File: src/rtl/bg_pixel_fetcher.sv
// Background tile fetcher: reads map entry and both bitplanes for one tile,
// then streams its 8 pixels into the PPU pixel FIFO under back-pressure.
module bg_pixel_fetcher #(
   parameter logic [12:0] MAP0_BASE = 13'h1800,
   parameter logic [12:0] MAP1_BASE = 13'h1C00
) (
   input  logic        clk,
   input  logic        reset,
   input  logic        start,
   input  logic        stop,
   input  logic [7:0]  ly,
   input  logic [7:0]  scx,
   input  logic [7:0]  scy,
   input  logic        lcdc_bg_map,
   input  logic        lcdc_tile_data,
   output logic        vram_rd,
   output logic [12:0] vram_addr,
   input  logic [7:0]  vram_data,
   output logic        fifo_write_en,
   output logic [1:0]  fifo_color,
   input  logic        fifo_full,
   input  logic [3:0]  fifo_count,
   output logic        busy,
   output logic [4:0]  tile_x
);

   typedef enum logic [2:0] {
      S_IDLE,
      S_TILE0,
      S_TILE1,
      S_LOW0,
      S_LOW1,
      S_HIGH0,
      S_HIGH1,
      S_PUSH
   } state_t;

   state_t      r_state;
   logic [4:0]  r_tile_x;
   logic [2:0]  r_pix_idx;
   logic [7:0]  r_tile_id;
   logic [7:0]  r_lo;
   logic [7:0]  r_hi;

   logic [7:0]  w_yy;
   logic [2:0]  w_row;
   logic [4:0]  w_col;
   logic [12:0] w_map_base;
   logic [12:0] w_map_addr;
   logic [12:0] w_row_off;
   logic [12:0] w_data_addr;
   logic [2:0]  w_bit_sel;
   logic        w_push_gate;

   // Scroll is sampled live, so every fetch step sees the current scx/scy.
   assign w_yy       = ly + scy;
   assign w_row      = w_yy[2:0];
   assign w_col      = scx[7:3] + r_tile_x;
   assign w_map_base = lcdc_bg_map ? MAP1_BASE : MAP0_BASE;
   assign w_map_addr = w_map_base + {3'b000, w_yy[7:3], w_col};
   assign w_row_off  = {9'd0, w_row, 1'b0};

   // Signed tile ids index around 0x1000; the 13-bit sum wraps naturally.
   always_comb begin
      if (lcdc_tile_data)
         w_data_addr = {1'b0, r_tile_id, 4'b0000} + w_row_off;
      else
         w_data_addr = 13'h1000 + {r_tile_id[7], r_tile_id, 4'b0000} + w_row_off;
   end

   // First pixel of a tile waits for an empty FIFO; the rest only for space.
   assign w_push_gate = (r_state == S_PUSH) &&
                        ((r_pix_idx == 3'd0) ? (fifo_count == 4'd0) : !fifo_full);
   assign w_bit_sel   = 3'd7 - r_pix_idx;

   assign fifo_write_en = w_push_gate;
   assign fifo_color    = w_push_gate ? {r_hi[w_bit_sel], r_lo[w_bit_sel]} : 2'b00;
   assign busy          = (r_state != S_IDLE);
   assign tile_x        = r_tile_x;

   always_comb begin
      vram_rd   = 1'b0;
      vram_addr = 13'd0;
      case (r_state)
         S_TILE0: begin
            vram_rd   = 1'b1;
            vram_addr = w_map_addr;
         end
         S_TILE1: vram_addr = w_map_addr;
         S_LOW0: begin
            vram_rd   = 1'b1;
            vram_addr = w_data_addr;
         end
         S_LOW1:  vram_addr = w_data_addr;
         S_HIGH0: begin
            vram_rd   = 1'b1;
            vram_addr = w_data_addr + 13'd1;
         end
         S_HIGH1: vram_addr = w_data_addr + 13'd1;
         default: begin
            vram_rd   = 1'b0;
            vram_addr = 13'd0;
         end
      endcase
   end

   always_ff @(posedge clk) begin
      if (reset) begin
         r_state   <= S_IDLE;
         r_tile_x  <= 5'd0;
         r_pix_idx <= 3'd0;
         r_tile_id <= 8'd0;
         r_lo      <= 8'd0;
         r_hi      <= 8'd0;
      end else if (stop) begin
         r_state   <= S_IDLE;
      end else if (start) begin
         r_state   <= S_TILE0;
         r_tile_x  <= 5'd0;
         r_pix_idx <= 3'd0;
      end else begin
         case (r_state)
            S_IDLE:  r_state <= S_IDLE;
            S_TILE0: r_state <= S_TILE1;
            S_TILE1: begin
               r_tile_id <= vram_data;
               r_state   <= S_LOW0;
            end
            S_LOW0:  r_state <= S_LOW1;
            S_LOW1: begin
               r_lo    <= vram_data;
               r_state <= S_HIGH0;
            end
            S_HIGH0: r_state <= S_HIGH1;
            S_HIGH1: begin
               r_hi    <= vram_data;
               r_state <= S_PUSH;
            end
            S_PUSH: begin
               if (w_push_gate) begin
                  if (r_pix_idx == 3'd7) begin
                     r_pix_idx <= 3'd0;
                     r_tile_x  <= r_tile_x + 5'd1;
                     r_state   <= S_TILE0;
                  end else begin
                     r_pix_idx <= r_pix_idx + 3'd1;
                  end
               end
            end
            default: r_state <= S_IDLE;
         endcase
      end
   end

endmodule

File: config.mk
export PLATFORM = sky130hd
export DESIGN_NAME = bg_pixel_fetcher
export DESIGN_NICKNAME = d
export VERILOG_FILES = /design/src/rtl/bg_pixel_fetcher.sv
export SDC_FILE = /design/constraint.sdc
export NUM_CORES = 1
export LEC_CHECK = 0
export ABC_AREA = 1
export CORE_MARGIN = 10
export CORE_UTILIZATION = 43
export CTS_CLUSTER_DIAMETER = 100
export CTS_CLUSTER_SIZE = 10
export DETAILED_ROUTE_END_ITERATION = 6
export GPL_ROUTABILITY_DRIVEN = 0
export PLACE_DENSITY = 0.79
export SYNTH_ARGS = -nofsm -noshare
export SYNTH_HDL_FRONTEND = slang
export SYNTH_SLANG_ARGS = --single-unit
export TNS_END_PERCENT = 1
File: constraint.sdc
create_clock -name clk -period 1.8 [get_ports clk]
set_input_delay 0.36 -clock clk [delete_from_list [all_inputs] [get_ports clk]]
set_output_delay 0.36 -clock clk [all_outputs]
set_load 0.005 [all_outputs]
==> flow_results.xml, run 1 <==
<?xml version="1.0" encoding="UTF-8"?>
<metrics>
  <group name="logic_synthesis">
    <metric name="postSynthCellCount" unit="">340</metric>
    <metric name="synth_ff_type" unit="">dfxtp_1</metric>
    <metric name="syn-num-nets" unit="">400</metric>
    <metric name="synth_top_area_share" unit="%">31.2</metric>
    <metric name="synthesis.area_per_instance" unit="µm²">6.60</metric>
    <metric name="synthesis.yosys.warnings" unit="">0</metric>
    <metric name="cell_with_the_most_instances_after_synthesis" unit="">nand2_1</metric>
    <metric name="ys_seq_elements" unit="">35</metric>
    <metric name="netlist_area" unit="mm²">0.00224</metric>
    <metric name="async_reset_ff_share" unit="%">0</metric>
    <metric name="ys_seq_area_share" unit="%">31.2</metric>
    <metric name="yosys.area.top_type" unit="">dfxtp_1</metric>
    <metric name="post_synth_main_area_contributors" unit="">dfxtp_1 (31%), nand2_1 (11%), a21oi_1 (9.6%)</metric>
    <metric name="cell_types_with_the_highest_counts_after_synthesis" unit="">nand2_1 (65), inv_1 (49), a21oi_1 (43)</metric>
    <metric name="synth_cell_type_count" unit="">29</metric>
    <metric name="synth_enable_flop_cells" unit="">0</metric>
  </group>
  <group name="clock_network">
    <metric name="max-clock-path-buffers" unit="">2</metric>
    <metric name="clk-insertion-delay-late" unit="ns">0.29</metric>
    <metric name="cts_root_buf" unit="">clkbuf_8</metric>
    <metric name="tritoncts" unit="">built</metric>
    <metric name="tritoncts.num_buffers" unit="">5</metric>
    <metric name="post_cts_hold_buffer_count" unit="">0</metric>
    <metric name="cts.sink_count" unit="">35</metric>
    <metric name="ctsHtreeMaxLevel" unit="">2</metric>
    <metric name="cts.reportedPaths.clkPinSlew" unit="ns">0.08</metric>
  </group>
  <group name="min_path">
    <metric name="hold_class" unit="">reg -&gt; reg</metric>
    <metric name="hold-path-cell-count" unit="">2</metric>
  </group>
  <group name="grt">
    <metric name="gr-usage-met1" unit="%">18.0</metric>
    <metric name="first_pass_grt_wire_length" unit="mm">11.3</metric>
    <metric name="grt_max_degree" unit="">25</metric>
    <metric name="grt.total_usage" unit="%">15.6</metric>
    <metric name="first_global_vias" unit="">2531</metric>
    <metric name="grt_use_met2" unit="%">27.7</metric>
    <metric name="number_of_antenna_violations_at_the_first_check_in_global_routing" unit="">0</metric>
    <metric name="groute.layer.met3.usage" unit="%">3.83</metric>
    <metric name="grt_overflow_total" unit="">0</metric>
    <metric name="grt.busiest_layer" unit="">met2</metric>
  </group>
  <group name="sta">
    <metric name="timing.final.crit_period" unit="ns">2.16</metric>
    <metric name="clock-skew-final" unit="ns">0.00550</metric>
    <metric name="finalWorstSetupSlack" unit="ns">-0.358</metric>
    <metric name="worst_hold_slack" unit="ns">0.446</metric>
    <metric name="worst-slew-pin-transition" unit="ns">0.287</metric>
    <metric name="finalHoldViolCount" unit="">0</metric>
    <metric name="period_share" unit="%">120</metric>
    <metric name="setup_violations_final" unit="">13</metric>
    <metric name="max_clock_freq" unit="MHz">463</metric>
    <metric name="slew_headroom" unit="%">80.9</metric>
    <metric name="rsz0062_at_grt" unit="">true</metric>
    <metric name="final-max-slew-violation-count" unit="">0</metric>
  </group>
  <group name="critical_path">
    <metric name="worst_ep_arrival_time" unit="ns">1.80</metric>
    <metric name="slowest_stage_delay_cp" unit="ns">0.38</metric>
    <metric name="cpMaxStageDelayCell" unit="">fa_2</metric>
    <metric name="path_max_fanout" unit="">3</metric>
    <metric name="timing.setup.critical_path_class" unit="">reg -&gt; out</metric>
    <metric name="cpMostUsedCell" unit="">nand2_1</metric>
    <metric name="r2r.worst_path.cells" unit="">8</metric>
    <metric name="setup.worst_path.start_class" unit="">register</metric>
    <metric name="cp.required" unit="ns">1.44</metric>
    <metric name="crit_path_end_kind" unit="">primary output</metric>
    <metric name="worstPathCellList" unit="">ha_4, inv_2, fa_2, o21ai_2, a21oi_2, nand2_1, nand2_1, o22ai_1, buf_2</metric>
  </group>
  <group name="power_and_ir_drop">
    <metric name="ir_worst_vdd" unit="µV">426</metric>
    <metric name="p_leak" unit="µW">0.00156</metric>
    <metric name="p_comb_share" unit="%">23.2</metric>
    <metric name="cell_internal_pwr" unit="µW">1430</metric>
    <metric name="swShare" unit="%">26.8</metric>
    <metric name="clockPowerShare" unit="%">36.4</metric>
    <metric name="seqPwrFrac" unit="%">40.4</metric>
    <metric name="power_switching" unit="µW">524</metric>
    <metric name="power-per-cell-area" unit="mW/mm²">564</metric>
  </group>
  <group name="drt">
    <metric name="number_of_drc_violations_after_detailed_routing_iteration_0" unit="">118</metric>
    <metric name="drt_first_pass_iters" unit="">4</metric>
    <metric name="total_via_count_after_detailed_routing" unit="">2563</metric>
    <metric name="antenna_violating_nets_post_route" unit="">0</metric>
    <metric name="drt_wl_total" unit="mm">7.05</metric>
    <metric name="route.detailed.drc" unit="">0</metric>
    <metric name="viasPerCell" unit="">5.00</metric>
    <metric name="drt-wirelength-per-cell" unit="µm">13.7</metric>
  </group>
  <group name="final_layout">
    <metric name="nNetsFinal" unit="">502</metric>
    <metric name="antennaDiodeCount" unit="">0</metric>
    <metric name="fillerInstances" unit="">436</metric>
    <metric name="area_growth_syn_to_layout" unit="%">54.3</metric>
    <metric name="layout-drive-gt1-share" unit="%">27.5</metric>
    <metric name="post_layout_cell_count" unit="">513</metric>
    <metric name="post-route-cell-area" unit="mm²">0.00346</metric>
  </group>
  <group name="place">
    <metric name="hpwlAfterDp" unit="mm">5.42</metric>
    <metric name="placed_cells" unit="">503</metric>
    <metric name="port_buffers" unit="">62</metric>
    <metric name="placement_cell_area" unit="mm²">0.00323</metric>
  </group>
  <group name="floorplanning">
    <metric name="start_util" unit="%">44.2</metric>
    <metric name="placeableCoreArea" unit="mm²">0.00507</metric>
    <metric name="floorplan.die_area" unit="mm²">0.00851</metric>
    <metric name="die_y" unit="µm">92.3</metric>
    <metric name="num_rows" unit="">26</metric>
    <metric name="io_pins" unit="">66</metric>
    <metric name="fp.dieW" unit="µm">92.3</metric>
  </group>
  <group name="status">
    <metric name="status" unit="">finished, violations left</metric>
    <metric name="violated_checks" unit="">setup timing</metric>
  </group>
  <group name="run">
    <metric name="max_cap_violations" unit="">0</metric>
  </group>
</metrics>
-- cell type report --
cell class	instances	area (µm²)	area share (%)
multi-input combinational	247	1510	43.6
timing repair buffer	103	855	24.7
sequential	35	708	20.4
inverter	50	189	5.46
tap	70	87.6	2.53
clock buffer	5	68.8	1.99
clock inverter	3	43.8	1.26
-- power by group through the flow --
stage	clock [µW]	combinational (µW)	sequential (µW)
global placement	0	404	805
global route	749	498	790
CTS	722	432	790
floorplan	0	185	809
detailed placement	0	415	806
finish	712	453	789
-- what timing repair did --
| action | CTS | global route |
|---|---|---|
| setup buffers | 2 | 0 |
| setup endpoints to repair | 18 | 16 |
| hold endpoints to repair | 0 | 0 |
| pin swaps | 23 | 3 |
| resized for setup | 110 | 29 |
-- registers in the layout, summed over array words and instances (netlist names) --
signal / count
r_state: 3
r_tile_id: 8
tile_x: 5
r_pix_idx: 3
r_lo: 8
r_hi: 8
-- critical path: cells and delay by family, from the launching register on --
kind	cells	cell delay, ns
adder cells (fa/ha/maj)	2	0.52
flip-flops	1	0.36
AO/OA/AOI/OAI	3	0.32
buffers and inverters	2	0.18
AND/OR/NAND/NOR	2	0.12
-- logic make-up (layout without fill, tap and decap cells) --
group | after synthesis | count (layout) | synth area share [%]
and+or+nand+nor | 139 | 139 | 26.9
AOI/OAI and AO/OA | 88 | 88 | 20.2
buffers and inverters | 58 | 161 | 10.4
DFF | 35 | 35 | 31.2
adders and majority gates | 17 | 17 | 10.1
xor gates and xnor gates | 3 | 3 | 1.17
-- per-stage QoR --
stage	setup WS (ns)	utilization (%)	power (µW)	setup TNS, ns
6_report	-0.358	68.2	1950	-1.99
2_1_floorplan	-0.0271	-	994	-0.0271
3_3_place_gp	-0.998	63.7	1210	-9.51
5_1_grt	-0.420	68.2	2040	-2.97
4_1_cts	-0.355	67.1	1940	-2.40
3_5_place_dp	-1.06	63.7	1220	-9.96
-- routing by layer --
metal  routed length [µm]  share of wire (%)
met1                 3190                 45
met2                 3460                 49
met3                  313                4.4
met4                   79                1.1
met5                    0                  0
-- cells in the final DEF, fill, tap and decap left out, drive strengths merged --
cell type      Yosys  layout
a21oi             43      43
a31oi              1       1
buf                4      54
bufinv             0       1
clkbuf             4       8
clkdlybuf4s15      0       3
clkdlybuf4s50      0      27
clkinv             1       3
dfxtp             35      35
dlygate4sd2        0      14
dlymetal6s2s       0       2
fa                 2       2
ha                15      15
inv               49      49
nand2             66      66
nand3             29      29
nand3b             1       1
nor2              37      37
nor3               2       2
o21a               1       1
o21ai             40      40
o22ai              2       2
o31ai              1       1
or2                4       4
xnor2              2       2
xor2               1       1
-- final timing paths --
check                    start            to  slack [ns]
hold reg to reg        r_lo[7]       r_lo[7]        0.45
setup / recovery     tile_x[0]  vram_addr[4]       -0.36
hold / removal         r_lo[7]       r_lo[7]        0.45
setup reg to reg  r_pix_idx[0]     tile_x[4]        0.25
No activity file was read; power rests on OpenSTA's default activity.
==> run 2, diff against run 1 <==
CORE_UTILIZATION = 51   (was 43)
PLACE_DENSITY = 0.87   (was 0.79)
clock period = 2.8 ns   (was 1.8 ns; I/O delays follow)
==> run 2 against run 1 <==
The run now ends clean. Count of clock-buffer cells in the layout up 1. Non-clock buffer count down 23. Flip-flop and latch count unchanged. Setup slack better by 0.44 ns. Final area down 6.4%. Critical endpoint is now vram_addr[2]. Largest cell class unchanged.
==> flow_results.xml, run 2 (same netlist as run 1, synthesis figures left out) <==
<?xml version="1.0" encoding="UTF-8"?>
<metrics>
  <group name="final_layout">
    <metric name="reg_top3" unit="">r_hi (8), r_lo (8), r_tile_id (8)</metric>
    <metric name="nNetsFinal" unit="">479</metric>
    <metric name="finalCoreUtilization" unit="%">75.5</metric>
    <metric name="fillerInstances" unit="">327</metric>
    <metric name="combined_area_of_the_multi_input_logic_cells" unit="mm²">0.00142</metric>
    <metric name="most-common-layout-cells" unit="">nand2_1 (63), inv_1 (49), clkdlybuf4s50_1 (49)</metric>
    <metric name="mostFrequentLayoutCell" unit="">nand2_1</metric>
    <metric name="area_growth_syn_to_layout" unit="%">44.4</metric>
    <metric name="post-route-cell-area" unit="mm²">0.00324</metric>
    <metric name="ff_latch_area" unit="µm²">704</metric>
    <metric name="post_layout_cell_count" unit="">472</metric>
    <metric name="antennaDiodeCount" unit="">0</metric>
    <metric name="layout-drive-gt1-share" unit="%">14.3</metric>
  </group>
  <group name="critical_path">
    <metric name="regToRegStartpoint" unit="">r_pix_idx[1]</metric>
    <metric name="worst_ep_arrival_time" unit="ns">2.16</metric>
    <metric name="crit_path_end_kind" unit="">primary output</metric>
    <metric name="timing.setup.critical_path_class" unit="">in -&gt; out</metric>
    <metric name="worst_setup_path_startpoint" unit="">scx[3]</metric>
    <metric name="setup.worst_path.start_class" unit="">input port</metric>
    <metric name="cp.required" unit="ns">2.24</metric>
    <metric name="path_max_fanout" unit="">2</metric>
  </group>
  <group name="power_and_ir_drop">
    <metric name="power-per-cell-area" unit="mW/mm²">406</metric>
    <metric name="clockPowerShare" unit="%">40.4</metric>
    <metric name="totalPowerFinal" unit="µW">1320</metric>
    <metric name="p_comb_share" unit="%">21.0</metric>
    <metric name="seqPwrFrac" unit="%">38.6</metric>
    <metric name="power_switching" unit="µW">309</metric>
    <metric name="ir_worst_vdd" unit="µV">452</metric>
    <metric name="cell_internal_pwr" unit="µW">1010</metric>
    <metric name="swShare" unit="%">23.5</metric>
    <metric name="p_leak" unit="µW">0.00143</metric>
  </group>
  <group name="floorplanning">
    <metric name="io_pins" unit="">66</metric>
    <metric name="num_rows" unit="">24</metric>
    <metric name="start_util" unit="%">52.3</metric>
    <metric name="die_y" unit="µm">86.3</metric>
    <metric name="placeableCoreArea" unit="mm²">0.00429</metric>
    <metric name="fp.dieW" unit="µm">86.3</metric>
    <metric name="floorplan.die_area" unit="mm²">0.00745</metric>
  </group>
  <group name="clock_network">
    <metric name="ctsHtreeMaxLevel" unit="">2</metric>
    <metric name="post_cts_hold_buffer_count" unit="">0</metric>
    <metric name="cts_root_buf" unit="">clkbuf_8</metric>
    <metric name="max-clock-path-buffers" unit="">2</metric>
    <metric name="cts.sink_count" unit="">35</metric>
    <metric name="tritoncts" unit="">built</metric>
    <metric name="cts.reportedPaths.clkPinSlew" unit="ns">0.07</metric>
    <metric name="tritoncts.num_buffers" unit="">5</metric>
    <metric name="clk-insertion-delay-late" unit="ns">0.29</metric>
  </group>
  <group name="grt">
    <metric name="grt_max_degree" unit="">18</metric>
    <metric name="first_pass_grt_wire_length" unit="mm">10.4</metric>
    <metric name="grt_overflow_total" unit="">0</metric>
    <metric name="grt.total_usage" unit="%">16.5</metric>
    <metric name="first_global_vias" unit="">2312</metric>
    <metric name="number_of_antenna_violations_at_the_first_check_in_global_routing" unit="">0</metric>
  </group>
  <group name="drt">
    <metric name="drt_first_pass_iters" unit="">4</metric>
    <metric name="drt-wirelength-per-cell" unit="µm">13.9</metric>
    <metric name="route.detailed.drc" unit="">0</metric>
    <metric name="number_of_drc_violations_after_detailed_routing_iteration_0" unit="">126</metric>
    <metric name="antenna_violating_nets_post_route" unit="">0</metric>
    <metric name="viasPerCell" unit="">5.29</metric>
    <metric name="total_via_count_after_detailed_routing" unit="">2498</metric>
    <metric name="drt_wl_total" unit="mm">6.57</metric>
  </group>
  <group name="sta">
    <metric name="period_share" unit="%">97.2</metric>
    <metric name="final-max-slew-violation-count" unit="">0</metric>
    <metric name="finalHoldViolCount" unit="">0</metric>
    <metric name="rsz0062_at_grt" unit="">true</metric>
    <metric name="clock-skew-final" unit="ns">0.00791</metric>
    <metric name="worst-slew-pin-transition" unit="ns">0.513</metric>
    <metric name="max_clock_freq" unit="MHz">367</metric>
    <metric name="slew_headroom" unit="%">65.7</metric>
    <metric name="setup_violations_final" unit="">0</metric>
    <metric name="timing.final.crit_period" unit="ns">2.72</metric>
  </group>
  <group name="min_path">
    <metric name="hold_class" unit="">reg -&gt; reg</metric>
    <metric name="worst_hold_startpoint" unit="">r_tile_id[3]</metric>
  </group>
  <group name="place">
    <metric name="placed_cells" unit="">461</metric>
    <metric name="port_buffers" unit="">62</metric>
    <metric name="placement_cell_area" unit="mm²">0.00300</metric>
    <metric name="hpwlAfterDp" unit="mm">5.01</metric>
  </group>
  <group name="status">
    <metric name="status" unit="">finished clean</metric>
  </group>
  <group name="run">
    <metric name="max_cap_violations" unit="">0</metric>
  </group>
</metrics>
[run 2: cell count changes in the layout (fill, tap and decap cells not counted), sizes merged]
| cell | change |
|---|---|
| buf | -33 |
| clkdlybuf4s50 | +22 |
| dlygate4sd2 | -10 |
| clkdlybuf4s15 | -2 |
| clkinv | -2 |
| bufinv | +1 |
| dlymetal6s2s | +1 |
[run 2: through the flow]
| step | setup TNS, ns | setup WS [ns] | hold slack [ns] |
|---|---|---|---|
| 6_report | 0 | 0.0788 | 0.450 |
| 5_1_grt | -0.0309 | -0.0236 | 0.473 |
| 4_1_cts | -0.360 | -0.151 | 0.452 |
| 3_5_place_dp | -2.64 | -0.484 | 0.441 |
| 3_3_place_gp | -2.24 | -0.437 | 0.432 |
| 2_1_floorplan | 0 | 0.470 | 0.424 |
[run 2: what timing repair did]
action                                  in CTS  in global routing
resized for setup                           27                 23
pin swaps                                    3                  6
buffers inserted                             1                  2
endpoints found under the setup margin      11                  9
[run 2: power groups by stage]
stage | combinational, µW | clock [µW] | sequential (µW)
6_report | 276 | 532 | 508
5_1_grt | 305 | 555 | 508
4_1_cts | 257 | 538 | 508
3_5_place_dp | 251 | 0 | 520
3_3_place_gp | 244 | 0 | 520
2_1_floorplan | 117 | 0 | 520
[run 2: final timing paths]
check	end	slack [ns]	cells past startpoint
max	vram_addr[2]	0.08	9
min	r_tile_id[3]	0.45	2
max reg2reg	r_pix_idx[2]	1.17	10
min reg2reg	r_tile_id[3]	0.45	2
[run 2: area by class of cell]
type	instances	area share [%]
inverter	50	5.79
sequential	35	21.7
clock inverter	2	1.85
timing repair buffer	80	22.6
clock buffer	6	2.24
multi-input combinational	247	43.8
tap	52	2.01
[run 2: worst max-delay path, stage by stage]
cell             delay [ns]
clkdlybuf4s50_1        0.46
ha_2                   0.18
inv_1                  0.05
fa_2                   0.33
buf_4                  0.14
inv_1                  0.04
nor2_1                 0.03
o31ai_1                0.21
buf_2                  0.16
[run 2: layer usage]
layer	up-vias	GRT usage, %	part of all wire (%)
met1	1123	19.6	44
li1	1270	-	-
met4	0	4.12	1.5
met3	11	4.32	7.3
met5	-	0	0
met2	94	28.8	48
==> run 3, diff against run 2 <==
ABC_AREA = unset   (was 1)
GPL_TIMING_DRIVEN = 0   (was unset)
PLACE_DENSITY = 0.88   (was 0.87)
==> run 3 against run 2 <==
Worst hold slack improved by 0.047 ns. Combinational power fell by 25%. Die area decreased by 1.9%. Total power fell by 16%. Final area fell by 5.1%. Critical path depth is 2 lower. Non-clock buffer count is 4 lower. Fmax barely moved. Critical path type unchanged. Largest power group is now sequential cells.
==> flow_results.xml, run 3 <==
<?xml version="1.0" encoding="UTF-8"?>
<metrics>
  <group name="sta">
    <metric name="setup_violations_final" unit="">0</metric>
    <metric name="setup_total_negative_slack" unit="ns">0</metric>
    <metric name="period_share" unit="%">97.3</metric>
    <metric name="final-max-slew-violation-count" unit="">0</metric>
    <metric name="clock-skew-final" unit="ns">0.00849</metric>
    <metric name="finalHoldViolCount" unit="">0</metric>
    <metric name="timing.final.crit_period" unit="ns">2.72</metric>
    <metric name="rsz0062_at_grt" unit="">true</metric>
    <metric name="slew_headroom" unit="%">39.8</metric>
    <metric name="worst-slew-pin-transition" unit="ns">0.898</metric>
    <metric name="max_clock_freq" unit="MHz">367</metric>
  </group>
  <group name="power_and_ir_drop">
    <metric name="p_comb_share" unit="%">18.6</metric>
    <metric name="swShare" unit="%">24.6</metric>
    <metric name="cell_internal_pwr" unit="µW">838</metric>
    <metric name="clockPowerShare" unit="%">36.4</metric>
    <metric name="seqPwrFrac" unit="%">45.0</metric>
    <metric name="power_switching" unit="µW">273</metric>
    <metric name="ir_worst_vdd" unit="µV">264</metric>
    <metric name="power-per-cell-area" unit="mW/mm²">361</metric>
    <metric name="p_leak" unit="µW">0.00136</metric>
  </group>
  <group name="critical_path">
    <metric name="cp.required" unit="ns">2.24</metric>
    <metric name="cpMaxStageDelayCell" unit="">clkdlybuf4s50_1</metric>
    <metric name="critical_path_cell_count" unit="">7</metric>
    <metric name="path_max_fanout" unit="">2</metric>
    <metric name="timing.setup.critical_path_class" unit="">in -&gt; out</metric>
    <metric name="critical_path.n_buffers_inverters" unit="">2</metric>
    <metric name="crit_path_end_kind" unit="">primary output</metric>
    <metric name="worstPathCellList" unit="">clkdlybuf4s50_1, ha_1, a21o_1, a21oi_2, xor2_1, o21ai_0, dlygate4sd2_1</metric>
    <metric name="slowest_stage_delay_cp" unit="ns">0.42</metric>
    <metric name="setup.worst_path.start_class" unit="">input port</metric>
    <metric name="r2r.worst_path.cells" unit="">9</metric>
    <metric name="worst_ep_arrival_time" unit="ns">2.16</metric>
    <metric name="worst_path_dominant_cell_family" unit="">buffers and inverters</metric>
  </group>
  <group name="drt">
    <metric name="highest_layer" unit="">met4</metric>
    <metric name="drt-wirelength-per-cell" unit="µm">16.6</metric>
    <metric name="drt_first_pass_iters" unit="">4</metric>
    <metric name="total_via_count_after_detailed_routing" unit="">2099</metric>
    <metric name="viasPerCell" unit="">5.67</metric>
    <metric name="antenna_violating_nets_post_route" unit="">0</metric>
    <metric name="route.detailed.drc" unit="">0</metric>
    <metric name="drt_wl_total" unit="mm">6.14</metric>
    <metric name="detailroute.wirelength.met2" unit="mm">3.22</metric>
    <metric name="number_of_drc_violations_after_detailed_routing_iteration_0" unit="">155</metric>
    <metric name="met3RoutedLength" unit="µm">411</metric>
    <metric name="drt-met1-wl" unit="mm">2.43</metric>
  </group>
  <group name="final_layout">
    <metric name="layout-drive-gt1-share" unit="%">17.8</metric>
    <metric name="reg_top3" unit="">r_hi (8), r_lo (8), r_tile_id (8)</metric>
    <metric name="antennaDiodeCount" unit="">0</metric>
    <metric name="most-common-layout-cells" unit="">clkdlybuf4s50_1 (42), nor2_1 (35), dfxtp_1 (35)</metric>
    <metric name="post-route-cell-area" unit="mm²">0.00308</metric>
    <metric name="mostFrequentLayoutCell" unit="">clkdlybuf4s50_1</metric>
    <metric name="area_growth_syn_to_layout" unit="%">40.7</metric>
    <metric name="nNetsFinal" unit="">379</metric>
  </group>
  <group name="logic_synthesis">
    <metric name="ys_seq_area_share" unit="%">32.0</metric>
    <metric name="synthesis.yosys.warnings" unit="">0</metric>
    <metric name="post_synth_main_area_contributors" unit="">dfxtp_1 (32%), mux2i_1 (13%), ha_1 (8.6%)</metric>
    <metric name="syn-num-nets" unit="">307</metric>
    <metric name="synthesis.area_per_instance" unit="µm²">8.86</metric>
    <metric name="synth_ff_type" unit="">dfxtp_1</metric>
    <metric name="netlist_area" unit="mm²">0.00219</metric>
    <metric name="ys_seq_elements" unit="">35</metric>
    <metric name="synth_top_area_share" unit="%">32.0</metric>
    <metric name="async_reset_ff_share" unit="%">0</metric>
    <metric name="synth_cell_type_count" unit="">38</metric>
    <metric name="cell_with_the_most_instances_after_synthesis" unit="">nor2_1</metric>
    <metric name="postSynthCellCount" unit="">247</metric>
    <metric name="cell_types_with_the_highest_counts_after_synthesis" unit="">nor2_1 (37), dfxtp_1 (35), mux2i_1 (28)</metric>
    <metric name="yosys.area.top_type" unit="">dfxtp_1</metric>
    <metric name="synth_enable_flop_cells" unit="">0</metric>
  </group>
  <group name="floorplanning">
    <metric name="start_util" unit="%">53.6</metric>
    <metric name="io_pins" unit="">66</metric>
    <metric name="placeableCoreArea" unit="mm²">0.00409</metric>
    <metric name="die_y" unit="µm">85.5</metric>
    <metric name="num_rows" unit="">23</metric>
    <metric name="fp.dieW" unit="µm">85.5</metric>
    <metric name="floorplan.die_area" unit="mm²">0.00731</metric>
  </group>
  <group name="min_path">
    <metric name="hold_class" unit="">reg -&gt; reg</metric>
    <metric name="hold-path-cell-count" unit="">2</metric>
  </group>
  <group name="clock_network">
    <metric name="max-clock-path-buffers" unit="">2</metric>
    <metric name="tritoncts" unit="">built</metric>
    <metric name="cts.reportedPaths.clkPinSlew" unit="ns">0.06</metric>
    <metric name="cts_root_buf" unit="">clkbuf_8</metric>
    <metric name="tritoncts.num_buffers" unit="">5</metric>
    <metric name="cts.sink_count" unit="">35</metric>
    <metric name="clk-insertion-delay-late" unit="ns">0.29</metric>
    <metric name="ctsHtreeMaxLevel" unit="">2</metric>
    <metric name="post_cts_hold_buffer_count" unit="">0</metric>
  </group>
  <group name="grt">
    <metric name="first_global_vias" unit="">2123</metric>
    <metric name="grt_overflow_total" unit="">0</metric>
    <metric name="grt.total_usage" unit="%">16.5</metric>
    <metric name="grt_max_degree" unit="">11</metric>
    <metric name="first_pass_grt_wire_length" unit="mm">10.1</metric>
    <metric name="number_of_antenna_violations_at_the_first_check_in_global_routing" unit="">0</metric>
  </group>
  <group name="run">
    <metric name="max_cap_violations" unit="">0</metric>
  </group>
  <group name="place">
    <metric name="port_buffers" unit="">61</metric>
    <metric name="hpwlAfterDp" unit="mm">4.53</metric>
    <metric name="placement_cell_area" unit="mm²">0.00286</metric>
  </group>
  <group name="status">
    <metric name="status" unit="">finished clean</metric>
  </group>
</metrics>
==> run 3: power groups by stage <==
stage               registers (µW)  logic, µW  clock network [µW]
floorplan                      510       83.9                   0
global placement               510        178                   0
detailed placement             510        183                   0
CTS                            499        187                 402
global route                   500        225                 429
finish                         500        207                 404
==> run 3: area by class of cell <==
| type | instances | area, µm² |
|---|---|---|
| flip-flops and latches | 35 | 701 |
| fillers | 288 | 1010 |
| repair buffers | 66 | 611 |
| plain buffers | 10 | 42.5 |
| multi-input cells | 189 | 1520 |
| well taps | 50 | 62.6 |
| clock buffers | 8 | 100 |
| inverters | 12 | 45.0 |
==> run 3: stage by stage <==
stage | setup WS, ns | std cells | hold WS [ns] | utilization (%) | total power, µW
floorplan | 0.280 | 247 | 0.458 | - | 594
global placement | -0.744 | 358 | 0.472 | 70.0 | 688
detailed placement | -0.779 | 358 | 0.481 | 70.0 | 693
CTS | -0.146 | 367 | 0.496 | 73.1 | 1090
global route | -0.0226 | 370 | 0.512 | 75.3 | 1150
finish | 0.0767 | 370 | 0.497 | 75.3 | 1110
==> run 3: cells by family (layout without fill, tap and decap cells) <==
logic type | after synthesis | count (layout) | synth area share [%]
buffers and inverters | 23 | 96 | 3.94
AOI/OAI and AO/OA | 47 | 47 | 13.1
muxes | 33 | 33 | 17.6
adders and majority gates | 18 | 18 | 10.9
and+or+nand+nor | 78 | 78 | 17.3
xor gates and xnor gates | 13 | 13 | 5.20
DFF | 35 | 35 | 32.0
==> run 3: path summary, 6_finish.rpt <==
path                       end  slack (ns)         start
setup / recovery  vram_addr[3]        0.08        scx[4]
hold / removal    r_tile_id[3]        0.50  r_tile_id[3]
setup reg to reg     tile_x[4]        0.43  r_pix_idx[0]
hold reg to reg   r_tile_id[3]        0.50  r_tile_id[3]
==> run 3: repair_timing <==
| item | in CTS | in global routing |
|---|---|---|
| endpoints found under the hold margin | 0 | 0 |
| setup buffers | 1 | 4 |
| pin swaps | 8 | 17 |
| setup endpoints to repair | 13 | 9 |
| cloned | 0 | 0 |
| gates resized for setup | 40 | 33 |
==> run 3: worst reg2reg max path, delay by kind of cell, from the launching register on <==
family	cells	cell delay [ns]
AO/OA/AOI/OAI	1	0.15
adder cells (fa/ha/maj)	1	0.20
multiplexers	1	0.19
AND/OR/NAND/NOR	3	0.98
flip-flops	1	0.34
buffers and inverters	3	0.45
==> run 3: per-layer routing <==
layer	GRT usage [%]	vias up
li1	-	1015
met1	17.9	1001
met5	0	-
met2	30.0	75
met4	4.19	0
met3	5.49	8
